### src/rtl/unidad_acceso_memoria.sv
// Load/store initiator for the data memory: word/half/byte access, read-modify-write subword stores.
// Optional CONTADORES_EN adds saturating load/store completion counters.
module unidad_acceso_memoria #(
   parameter int ADDR_W  = 8,
   parameter int MEM_LAT = 1
) (
   input  logic              clk,
   input  logic              rst,
   input  logic              req_valid,
   output logic              req_ready,
   input  logic              req_write,
   input  logic [1:0]        req_size,
   input  logic              req_signed,
   input  logic [ADDR_W+1:0] req_addr,
   input  logic [31:0]       req_wdata,
   output logic              resp_valid,
   output logic [31:0]       resp_data,
   output logic              resp_error,
   output logic              mem_escr,
   output logic              mem_leer,
   output logic [ADDR_W-1:0] mem_direc,
   output logic [31:0]       mem_datain,
   input  logic [31:0]       mem_dataout
`ifdef CONTADORES_EN
   ,
   output logic [15:0]       cnt_lecturas,
   output logic [15:0]       cnt_escrituras
`endif
);

   // Handshake: a request transfers on a rising edge where req_valid && req_ready;
   // req_ready is high only in IDLE, and resp_valid is a single-cycle pulse in RESP.

   typedef enum logic [2:0] {IDLE, RD, WAIT, CAP, WR, RESP} state_t;

   localparam int            WAIT_INIT_I = (MEM_LAT > 1) ? MEM_LAT - 2 : 0;
   localparam logic [1:0]    WAIT_INIT   = 2'(WAIT_INIT_I);

   state_t              state_q, state_d;
   logic [ADDR_W+1:0]   addr_q, addr_d;
   logic [1:0]          size_q, size_d;
   logic                signed_q, signed_d;
   logic                write_q, write_d;
   logic [15:0]         wdata_q, wdata_d;
   logic [31:0]         datain_q, datain_d;
   logic [31:0]         resp_data_q, resp_data_d;
   logic                resp_error_q, resp_error_d;
   logic [1:0]          wait_q, wait_d;

   logic                req_bad;
   logic [7:0]          rd_byte;
   logic [15:0]         rd_half;
   logic [31:0]         load_val;
   logic [31:0]         merged;

   assign req_bad = (req_size == 2'b11) ||
                    (req_size == 2'b01 && req_addr[0]) ||
                    (req_size == 2'b10 && req_addr[1:0] != 2'b00);

   // Little-endian lanes: byte k occupies bits 8k+7:8k.
   always_comb begin
      rd_byte  = mem_dataout[{addr_q[1:0], 3'b000} +: 8];
      rd_half  = mem_dataout[{addr_q[1], 4'b0000} +: 16];
      load_val = mem_dataout;
      merged   = mem_dataout;
      case (size_q)
         2'b00: begin
            load_val = signed_q ? {{24{rd_byte[7]}}, rd_byte} : {24'h0, rd_byte};
            merged[{addr_q[1:0], 3'b000} +: 8] = wdata_q[7:0];
         end
         2'b01: begin
            load_val = signed_q ? {{16{rd_half[15]}}, rd_half} : {16'h0, rd_half};
            merged[{addr_q[1], 4'b0000} +: 16] = wdata_q;
         end
         default: ;
      endcase
   end

   always_comb begin
      state_d      = state_q;
      addr_d       = addr_q;
      size_d       = size_q;
      signed_d     = signed_q;
      write_d      = write_q;
      wdata_d      = wdata_q;
      datain_d     = datain_q;
      resp_data_d  = resp_data_q;
      resp_error_d = resp_error_q;
      wait_d       = wait_q;
      case (state_q)
         IDLE: begin
            if (req_valid) begin
               addr_d   = req_addr;
               size_d   = req_size;
               signed_d = req_signed;
               write_d  = req_write;
               wdata_d  = req_wdata[15:0];
               if (req_bad) begin
                  resp_data_d  = 32'h0;
                  resp_error_d = 1'b1;
                  state_d      = RESP;
               end else if (req_write && req_size == 2'b10) begin
                  datain_d = req_wdata;
                  state_d  = WR;
               end else begin
                  state_d = RD;
               end
            end
         end
         RD: begin
            wait_d  = WAIT_INIT;
            state_d = (MEM_LAT > 1) ? WAIT : CAP;
         end
         WAIT: begin
            if (wait_q == 2'd0) state_d = CAP;
            else                wait_d  = wait_q - 2'd1;
         end
         CAP: begin
            if (write_q) begin
               datain_d = merged;
               state_d  = WR;
            end else begin
               resp_data_d  = load_val;
               resp_error_d = 1'b0;
               state_d      = RESP;
            end
         end
         WR: begin
            resp_data_d  = 32'h0;
            resp_error_d = 1'b0;
            state_d      = RESP;
         end
         RESP:    state_d = IDLE;
         default: state_d = IDLE;
      endcase
   end

   always_ff @(posedge clk or posedge rst) begin
      if (rst) begin
         state_q      <= IDLE;
         addr_q       <= '0;
         size_q       <= 2'b00;
         signed_q     <= 1'b0;
         write_q      <= 1'b0;
         wdata_q      <= 16'h0;
         datain_q     <= 32'h0;
         resp_data_q  <= 32'h0;
         resp_error_q <= 1'b0;
         wait_q       <= 2'd0;
      end else begin
         state_q      <= state_d;
         addr_q       <= addr_d;
         size_q       <= size_d;
         signed_q     <= signed_d;
         write_q      <= write_d;
         wdata_q      <= wdata_d;
         datain_q     <= datain_d;
         resp_data_q  <= resp_data_d;
         resp_error_q <= resp_error_d;
         wait_q       <= wait_d;
      end
   end

   // Strobes decode straight from the state register so reset drops them immediately.
   assign req_ready  = (state_q == IDLE);
   assign mem_leer   = (state_q == RD);
   assign mem_escr   = (state_q == WR);
   assign resp_valid = (state_q == RESP);
   assign resp_data  = resp_data_q;
   assign resp_error = resp_error_q;
   assign mem_direc  = addr_q[ADDR_W+1:2];
   assign mem_datain = datain_q;

`ifdef CONTADORES_EN
   logic [15:0] cnt_lec_q, cnt_esc_q;

   always_ff @(posedge clk or posedge rst) begin
      if (rst) begin
         cnt_lec_q <= 16'h0;
         cnt_esc_q <= 16'h0;
      end else if (state_q == RESP && !resp_error_q) begin
         if (write_q && cnt_esc_q != 16'hFFFF)       cnt_esc_q <= cnt_esc_q + 16'd1;
         else if (!write_q && cnt_lec_q != 16'hFFFF) cnt_lec_q <= cnt_lec_q + 16'd1;
      end
   end

   assign cnt_lecturas   = cnt_lec_q;
   assign cnt_escrituras = cnt_esc_q;
`endif

endmodule
### config.mk
export PLATFORM = sky130hd
export DESIGN_NAME = unidad_acceso_memoria
export DESIGN_NICKNAME = d
export VERILOG_FILES = /design/src/rtl/unidad_acceso_memoria.sv
export SDC_FILE = /design/constraint.sdc
export NUM_CORES = 1
export LEC_CHECK = 0
export ABC_AREA = 1
export BUFFER_PORTS_ARGS = -buffer_cell sky130_fd_sc_hd__buf_2
export CORE_MARGIN = 10
export CORE_UTILIZATION = 33
export CTS_CLUSTER_DIAMETER = 200
export CTS_CLUSTER_SIZE = 16
export DETAILED_ROUTE_END_ITERATION = 16
export SLEW_MARGIN = 10
export SYNTH_ARGS = -nofsm -noshare
export SYNTH_HDL_FRONTEND = slang
export SYNTH_SLANG_ARGS = --single-unit
### constraint.sdc
create_clock -name clk -period 3.5 [get_ports clk]
set_input_delay 0 -clock clk [delete_from_list [all_inputs] [get_ports clk]]
set_output_delay 0 -clock clk [all_outputs]
set_load 0.02 [all_outputs]
==> summary.md <==
| Metric | Value |
|---|---|
| Chip height | 160 um |
| Cells after synthesis | 953 |
| CP Max Fanout | 23 |
| # fillers | 2149 |
| Die Wd | 160 um |
| Post-route ant nets | 0 |
| H-tree levels | 3 |
| Crit. End Element | flop |
| Postcts setup bufs | 0 |
| Synth unique cells | 33 |
| Iter 0 DRT Violations | 549 |
| Number of synthesized flops with an enable pin | 0 |
| Clk Latency, worst-skew pair | 360 ps |
| Ports | 158 |
| Inserted Clock Buffers | 9 |
| Post-DP HPWL | 17300 um |
| Predominant post-synthesis flop cell | dfrtp_1 |
| Mux share of post-synthesis cell area | 1.39% |
| Largest family of logic cells by synthesized area | simple AND/OR/NAND/NOR gates |
| Initial Util | 33.4% |
| Final setup viols | 0 |
| Core area | 19400 sq um |
| Clk_skew | 9.42 ps |
| Run status | complete, no violations |
| XOR/XNOR Fraction of Synth Area | 0% |
| Maximum buffer depth of the clock tree | 2 |
| Net Count, Synth | 1040 |
| Final wirelength | 23400 um |
| Critical path type | flop to flop |
| Overflow after GRT | 0 |
| Max Fclk | 0.387 GHz |
| HP Class | primary input to flop |
| Overall routing resource usage | 17.9% |
| Warnings from Yosys | 0 |
| Mapped cell area | 6480 sq um |
| Port Buffers | 157 |
| Multi-input logic area | 3380 sq um |
| Largest net degree at the start of global routing | 77 |
| Residual DRC | 0 |
| Min Tclk post-route | 2590 ps |
| Post-Synth Adder-Cell Area | 1.16% |
| CP required | 3800 ps |
| Vias in the first global route | 6783 |
| Max VDD drop | 0.367 mV |
| #FFs+latches synth | 100 |
| Pwr/cell area | 921 nW/um^2 |
| Avg Inst Size Synth | 6.80 sq um |
| Die ar. | 25600 sq um |
| Tot Pwr | 7.52 mW |
| Fin. Hold Viols | 0 |
| Initial antenna violation count | 1 |
| RSZ-0062 raised after global routing | no |
| Post-CTS sizing | 0 |
| Area grow syn2layout | 25.9% |
| Pre-Repair DR Iteration Count | 5 |
| Worst rel slew slack | 24.9% |
| Critical Path Source Type | flop |
| Clock transition at path regs | 80 ps |
| Vias post-DR | 6731 |
| Leakage dissipation | 4.50 nW |
| Vias/cell | 4.84 |
| Clock sink count | 100 |
| Worst-Margin Slew | 1120 ps |
| First-pass GRT wire length | 37100 um |
| Fin. max-slew vios | 0 |
| Sequential fraction of the synthesis area | 38.6% |
| CTS tree | built |
| Root Buffer | clkbuf_16 |
| Async SR Flop Fraction | 100% |
| Synth Area in Simple Gates | 39.2% |
| Nets | 1206 |
| Worst R2R Path Depth | 7 |
| MaxCap Viol Count | 0 |
| Hold path cells | 5 |
| Avg WL per Cell | 16.8 um |
| Final RePlAce weighted congestion | 0.945 |
| Fin Setup TNS | 0 ps |
| Layout cells sized above 1 | 21.4% |
| Register Area | 2500 sq um |
| Arrival time at the worst endpoint | 2880 ps |
| Compound-Gate Fraction of Synth Area | 10.4% |
| Period Utilization, post-route | 73.9% |
| # rows | 51 |
## kinds of logic after synthesis
family                   count (synthesis)
AO/OA/AOI/OAI                          125
flip-flops                             100
buffers and inverters                  129
multiplexers                             8
AND/OR/NAND/NOR                        585
adder cells (fa/ha/maj)                  6
## registers in the layout (all words and copies together) (netlist names)
name	cells
addr_q	10
mem_datain	32
resp_data	32
resp_error	1
signed_q	1
size_q	2
state_q	3
wait_q	2
wdata_q	16
write_q	1
## report_power, final
part | internal, mW | total, mW | leakage (nW) | switching [mW]
logic | 1.34 | 4.28 | 3.07 | 2.94
registers | 1.65 | 2.06 | 1.26 | 0.407
clock network | 0.704 | 1.18 | 0.166 | 0.477
total | 3.69 | 7.52 | 4.50 | 3.82
## cells in the final DEF (no fill, tap or decap), types with 3 or more instances in the layout
cell and instances:
nand2_1 364, buf_2 157, dfrtp_1 100, nand3_1 93, inv_1 66, o21ai_0 63, nor2_1 62, dlygate4sd3_1 47
a21oi_1 44, or2_2 21, nand2_2 14, nand4_1 9, clkbuf_16 9, buf_4 9, mux2_2 8, nand3b_1 8
o211ai_1 7, o22ai_1 7, ha_1 6, nor3_1 5, nand2_4 3, bufinv_16 3
## cell type report
type	count	area share, %
clock buffer	9	2.76
tap	265	4.06
multi-input combinational	724	41.4
inverter	71	3.36
sequential	100	30.7
clock inverter	7	1.52
antenna	1	0.0307
timing repair buffer	213	16.2
## layer usage
layer / global-route usage [%] / vias to the layer above / routed length, um
met3: 4.47 / 39 / 1460
li1: - / 3375 / -
met4: 6.09 / 0 / 615
met5: 0 / - / 0
met1: 24.3 / 3109 / 10900
met2: 27.1 / 208 / 10400
## synthesized netlist by cell type, types with 2 or more instances
cell type	instances	area, sq um
dfrtp_1	100	2500
nand2_2	14	87.6
a21oi_1	44	220
nand2_4	3	33.8
nand3b_1	8	60.1
buf_1	2	7.51
nand3_1	93	465
nand2_1	364	1370
inv_1	67	251
buf_4	10	75.1
buf_2	17	85.1
o211ai_1	7	52.6
buf_6	6	67.6
nor3_1	5	25.0
o21ai_1	2	10.0
ha_1	6	75.1
nand4_1	9	56.3
o22ai_1	7	43.8
clkbuf_1	22	82.6
mux2_2	8	90.1
o21ai_0	63	315
nand3_2	2	20.0
nor2_1	62	233
nor2_8	2	40.0
inv_2	2	7.51
or2_2	21	131
## metrics by stage
| step | cell area [sq um] | hold slack [ps] | worst slack (ps) | utilization (%) | instances |
|---|---|---|---|---|---|
| 2_1_floorplan | 6480 | 150 | 881 | - | 953 |
| 3_3_place_gp | 7340 | 231 | 907 | 37.8 | 1326 |
| 3_5_place_dp | 7340 | 235 | 957 | 37.8 | 1326 |
| 4_1_cts | 8160 | 31.4 | 935 | 42.0 | 1389 |
| 5_1_grt | 8160 | 54.6 | 641 | 42.1 | 1389 |
| 6_report | 8160 | 34.3 | 915 | 42.1 | 1390 |
## repair_timing
item / 4_1_cts / 5_1_grt
endpoints found under the setup margin: 0 / 0
hold endpoints to repair: 135 / 0
hold buffers: 47 / 0
## critical path, cell delays in order, from the launching register on
cell and delay [ps]:
dfrtp_1 540, inv_1 450, nand2_1 430, inv_1 680, nand2_1 130, nand2_1 100, nand3_1 80, nand2_1 90
## path summary, 6_finish.rpt
| path | start | to | slack, ps |
|---|---|---|---|
| min in group asynchronous | rst | addr_q[8] | 380 |
| setup reg to reg | size_q[1] | mem_datain[27] | 910 |
| setup / recovery | size_q[1] | mem_datain[27] | 910 |
| hold / removal | mem_dataout[31] | resp_data[31] | 30 |
| max in group asynchronous | rst | mem_datain[1] | 2180 |
| hold reg to reg | resp_data[24] | resp_data[24] | 470 |
Note: power is estimated with default switching activity, not from simulation.
